### config.mk
export PLATFORM = sky130hd
export DESIGN_NAME = hazard_unit
export DESIGN_NICKNAME = d
export VERILOG_FILES = /design/src/rtl/hazard_unit.sv
export SDC_FILE = /design/constraint.sdc
export NUM_CORES = 1
export LEC_CHECK = 0
export CORE_MARGIN = 5
export CORE_UTILIZATION = 40
export CTS_CLUSTER_SIZE = 24
export DETAILED_ROUTE_END_ITERATION = 10
export PLACE_DENSITY = 0.67
export SKIP_LAST_GASP = 1
export SLEW_MARGIN = 10
export SYNTH_ARGS = -nofsm -noshare
export SYNTH_HDL_FRONTEND = slang
export SYNTH_SLANG_ARGS = --single-unit
### constraint.sdc
create_clock -name clk -period 4 [get_ports clk]
set_input_delay 0.8 -clock clk [delete_from_list [all_inputs] [get_ports clk]]
set_output_delay 0.8 -clock clk [all_outputs]
set_load 0.02 [all_outputs]
### src/rtl/hazard_unit.sv
// hazard_unit: RAW stall and branch/jump squash scheduler for a five-stage MIPS pipeline without forwarding.
// Latency: control outputs are combinational in the same cycle; the scoreboard and counters update on clk.
// Backpressure: holds PC and IF/ID and injects ID/EX bubbles while a tracked producer is still in flight.
module hazard_unit #(
    parameter int WB_BYPASS = 1,
    parameter int CNT_W     = 32
) (
    input  logic             clk,
    input  logic             rst,
    input  logic             id_valid,
    input  logic [4:0]       id_rs,
    input  logic [4:0]       id_rt,
    input  logic             id_use_rs,
    input  logic             id_use_rt,
    input  logic             id_wr_en,
    input  logic [4:0]       id_wr_reg,
    input  logic             id_jump,
    input  logic             ex_br_taken,
    output logic             pc_en,
    output logic             ifid_en,
    output logic             ifid_flush,
    output logic             idex_flush,
    output logic             stall,
    output logic [CNT_W-1:0] stall_cycles,
    output logic [15:0]      flush_events
);

    typedef struct packed {
        logic       v;
        logic [4:0] rgn;
    } sb_ent_t;

    sb_ent_t          ex_q, ex_d, mem_q, mem_d, wb_q, wb_d;
    logic [CNT_W-1:0] stall_cycles_q, stall_cycles_d;
    logic [15:0]      flush_events_q, flush_events_d;
    logic             track_wb, hit_rs, hit_rt, stall_raw;

    function automatic logic ent_hit(input sb_ent_t e, input logic [4:0] r);
        return e.v && (e.rgn == r) && (r != 5'd0);
    endfunction

    // The WB slot only matters when the register file cannot write-then-read in one cycle.
    assign track_wb = (WB_BYPASS == 0);
    assign hit_rs   = ent_hit(ex_q, id_rs) | ent_hit(mem_q, id_rs) | (track_wb & ent_hit(wb_q, id_rs));
    assign hit_rt   = ent_hit(ex_q, id_rt) | ent_hit(mem_q, id_rt) | (track_wb & ent_hit(wb_q, id_rt));
    assign stall_raw = id_valid & ((id_use_rs & hit_rs) | (id_use_rt & hit_rt));

    always_comb begin
        pc_en      = 1'b1;
        ifid_en    = 1'b1;
        ifid_flush = 1'b0;
        idex_flush = 1'b0;
        stall      = 1'b0;
        if (!rst) begin
            if (ex_br_taken) begin
                ifid_flush = 1'b1;
                idex_flush = 1'b1;
            end else if (stall_raw) begin
                stall      = 1'b1;
                pc_en      = 1'b0;
                ifid_en    = 1'b0;
                idex_flush = 1'b1;
            end else if (id_jump) begin
                ifid_flush = 1'b1;
            end
        end
    end

    always_comb begin
        ex_d.v   = id_valid & id_wr_en & (id_wr_reg != 5'd0) & ~stall & ~ex_br_taken;
        ex_d.rgn = id_wr_reg;
        mem_d    = ex_q;
        wb_d     = mem_q;
        stall_cycles_d = stall_cycles_q + {{(CNT_W-1){1'b0}}, stall};
        flush_events_d = flush_events_q + {15'd0, ifid_flush};
    end

    always_ff @(posedge clk) begin
        if (rst) begin
            ex_q           <= '0;
            mem_q          <= '0;
            wb_q           <= '0;
            stall_cycles_q <= '0;
            flush_events_q <= '0;
        end else begin
            ex_q           <= ex_d;
            mem_q          <= mem_d;
            wb_q           <= wb_d;
            stall_cycles_q <= stall_cycles_d;
            flush_events_q <= flush_events_d;
        end
    end

    // Counters read as zero during reset, before the first reset edge has cleared them.
    assign stall_cycles = rst ? '0 : stall_cycles_q;
    assign flush_events = rst ? '0 : flush_events_q;

endmodule

==> impl_metrics.toml <==
[run_status]
status = "finished clean"

[synth]
syn_nets = 373
yosys.area_share.simple = 0.358
yosysWarningCount = 0
yosys.area_share.xor_xnor = 0.171
avgSynthCellArea_um2 = 8.74
synthAdderAreaFrac = 0.0165
synth_cell_types = 34
synth_top_family_by_area = "simple AND/OR/NAND/NOR gates"
synth-seq-cells = 60
ys_seq_area_frac = 0.397
synth_area_um2 = 3020
synthCells = 346
synth_mux_area_frac = 0
synth_compound_area_frac = 0.0331

[clock_tree]
cts.sinks = 60
cts_tree = "yes"
clk_latency_ns = 0.33
htree_levels = 3
clkTransAtPathRegs_ns = 0.07
cts_root_buf = "clkbuf_8"
clk_path_buf_depth = 2
numCtsBuffers = 9
cts_setup_buffers = 0

[timing]
finalSetupViolations = 0
fin_ws_ns = 0.163
period_minus_slack_ns = 3.84
worst_pin_slew_ns = 0.449
drv_slew = 0
clock_skew_ns = 0.0111
hold_viol_final = 0
slew_headroom = 0.701
fmax_mhz = 261
rsz0062_at_grt = "no"
fin_crit_sh = 0.959

[final_layout]
diodes = 0
final_core_util = 0.570
n_fill_cell = 724
layout_commonest_cell = "clkdlybuf4s50_1"
area_growth_pct = 37.4
drive_gt1_frac = 0.0876
num-nets-final = 456
layout_common_cells = "clkdlybuf4s50_1 (73), nor2b_1 (62), dfxtp_1 (60), xor2_1 (47), nor2_1 (45)"

[power]
cellPowerDensity_nw_per_um2 = 302
vdd_drop_max_v = 0.000188
p_leak_uw = 0.00158

[setup_path]
worstReg2RegEnd = "stall_cycles_q[26]$_SDFF_PP0_"
end_kind = "primary output"
worst_ep_arrival_time_ns = 3.04
worst_path_max_delay_cell = "clkdlybuf4s50_1"
regToRegSetupSlack_ns = 1.12
start_kind = "primary input"
path_max_fanout = 3
reg2reg_from = "mem_q[4]$_SDFF_PP0_"
critPathKind = "in -> out"
max_stage_delay_ns = 0.65
r2r_cells = 12
path_buf_inv = 2
crit_path_frequent_cell = "clkdlybuf4s50_1"
crit_family = "buffers and inverters"
worstPathRequired_ns = 3.20
crit_chain = "clkdlybuf4s50_1 -> xor2_1 -> nor4_1 -> a32oi_1 -> o22a_1 -> nor3_2 -> clkdlybuf4s50_1"

[global_routing]
antenna_found_initial = 0
overflow = 0
grt_usage = 0.149
grt_max_degree = 74
grt_first_pass_wirelength_um = 11700
grt_pass1_vias = 2503

[flow_run]
maxCapViolations = 0

[die]
fp.dieW_um = 97.0
dieArea_um2 = 9400
num_io_pins = 76
row_count = 31
die_y_um = 97.0
start_util = 0.415
core_um2 = 7290

[routing]
dr.pass1.iters = 4
via_per_inst = 4.80
wl_per_cell_um = 13.0
via_count = 2559
drc = 0
wl_um = 6930
drt_iter0_markers = 91
ant_nets = 0

[placed_design]
gp_congestion = 0.844
portBuffers = 75
detailedPlace.worstSlack_ns = -0.0489
hpwlAfterDp_um = 5020

[hold_path]
min_delay_worst_endpoint = "flush_events_q[15]$_SDFF_PP0_"
hold_path_class = "reg -> reg"
holdCritStartpoint = "flush_events_q[15]$_SDFF_PP0_"
whs_path_depth = 2
[metal layers]
metal | global-route usage | up-vias | routed length [µm]
met2 | 0.229 | 63 | 3120
met5 | 0 | - | 0
li1 | - | 1321 | -
met1 | 0.192 | 1171 | 3330
met4 | 0.0443 | 0 | 48
met3 | 0.0590 | 4 | 419
[synthesized netlist by cell type]
| cell | instances | area, µm² |
|---|---|---|
| nor2_1 | 45 | 169 |
| nand3_4 | 1 | 17.5 |
| xnor2_1 | 12 | 105 |
| o22a_1 | 1 | 8.76 |
| nand2_1 | 19 | 71.3 |
| buf_4 | 1 | 7.51 |
| nand3_1 | 11 | 55.1 |
| nand2b_1 | 1 | 6.26 |
| or3_1 | 2 | 12.5 |
| and3_1 | 7 | 43.8 |
| clkbuf_1 | 11 | 41.3 |
| nand3_2 | 2 | 20.0 |
| o22ai_1 | 2 | 12.5 |
| nor2b_1 | 62 | 388 |
| ha_1 | 4 | 50.1 |
| and4_1 | 6 | 52.6 |
| buf_2 | 1 | 5.00 |
| and2_1 | 6 | 37.5 |
| inv_1 | 2 | 7.51 |
| nor4_4 | 2 | 42.5 |
| buf_1 | 3 | 11.3 |
| nor3_1 | 2 | 10.0 |
| xor2_1 | 47 | 412 |
| or4_1 | 6 | 45.0 |
| or2_2 | 1 | 6.26 |
| nor4_1 | 4 | 25.0 |
| a311oi_1 | 1 | 8.76 |
| a32oi_1 | 2 | 17.5 |
| a21oi_1 | 2 | 10.0 |
| nand4_2 | 1 | 12.5 |
| o21ai_0 | 7 | 35.0 |
| o211ai_1 | 1 | 7.51 |
| nand4_1 | 11 | 68.8 |
| dfxtp_1 | 60 | 1200 |
[metrics by stage]
stage	std cells	setup TNS, ns	hold WS (ns)	total power, µW	instance area [µm²]
after global placement	517	0	0.465	707	3940
final	533	0	0.483	1250	4160
after CTS	533	0	0.491	1270	4150
after floorplan	346	0	0.452	664	3020
after global routing	533	0	0.520	1310	4160
after detailed placement	517	-0.0529	0.481	708	3940
[report_power, final]
part,internal (µW),switching (µW)
sequential,604,6.17
combinational,42.8,40.3
clock,321,240
total,968,286
[worst register-to-register path, stage by stage (launching register included)]
cell	delay, ns
dfxtp_1	0.34
xor2_1	0.16
nor4_1	0.27
a32oi_1	0.16
o22a_1	0.26
nor3_2	0.25
ha_1	0.22
ha_1	0.18
nand2_1	0.10
nor4_4	0.25
nand3_2	0.10
or4_1	0.47
nand2_1	0.07
[what timing repair did]
item                       CTS  global route
cloned                       0             0
pin swaps                    0             0
hold buffers                 0             0
setup endpoints to repair    1             2
resized for setup            1             2
[sequential cells by signal, summed over array words and instances, names as in the netlist]
register and flops:
stall_cycles_q 32, flush_events_q 16, ex_q 6, mem_q 6
[kinds of logic after synthesis]
kind of cell	after synthesis
simple gates	189
xor+xnor	59
buf+inv	18
flops	60
fa+ha+maj	4
compound gates	16
[worst max-delay path by stage]
stage / start / end / slack (ns) / cells past startpoint
global placement: id_rs[1] / ifid_flush / 0.04 / 6
detailed placement: id_rs[1] / ifid_flush / -0.05 / 6
floorplan: id_rt[4] / stall_cycles_q[26]$_SDFF_PP0_ / 0.13 / 12
finish: id_rt[4] / stall / 0.16 / 7
global route: id_rt[2] / ifid_en / 0.03 / 7
CTS: id_rs[1] / stall / 0.07 / 7
[cell type report]
cell class / instances / area [µm²] / area share
multi-input combinational: 268 / 1760 / 0.422
clock inverter: 5 / 60.1 / 0.0144
tap: 99 / 124 / 0.0298
inverter: 2 / 7.51 / 0.00181
clock buffer: 11 / 151 / 0.0364
sequential: 60 / 1200 / 0.289
timing repair buffer: 88 / 857 / 0.206
No activity file was read; power rests on OpenSTA's default activity.
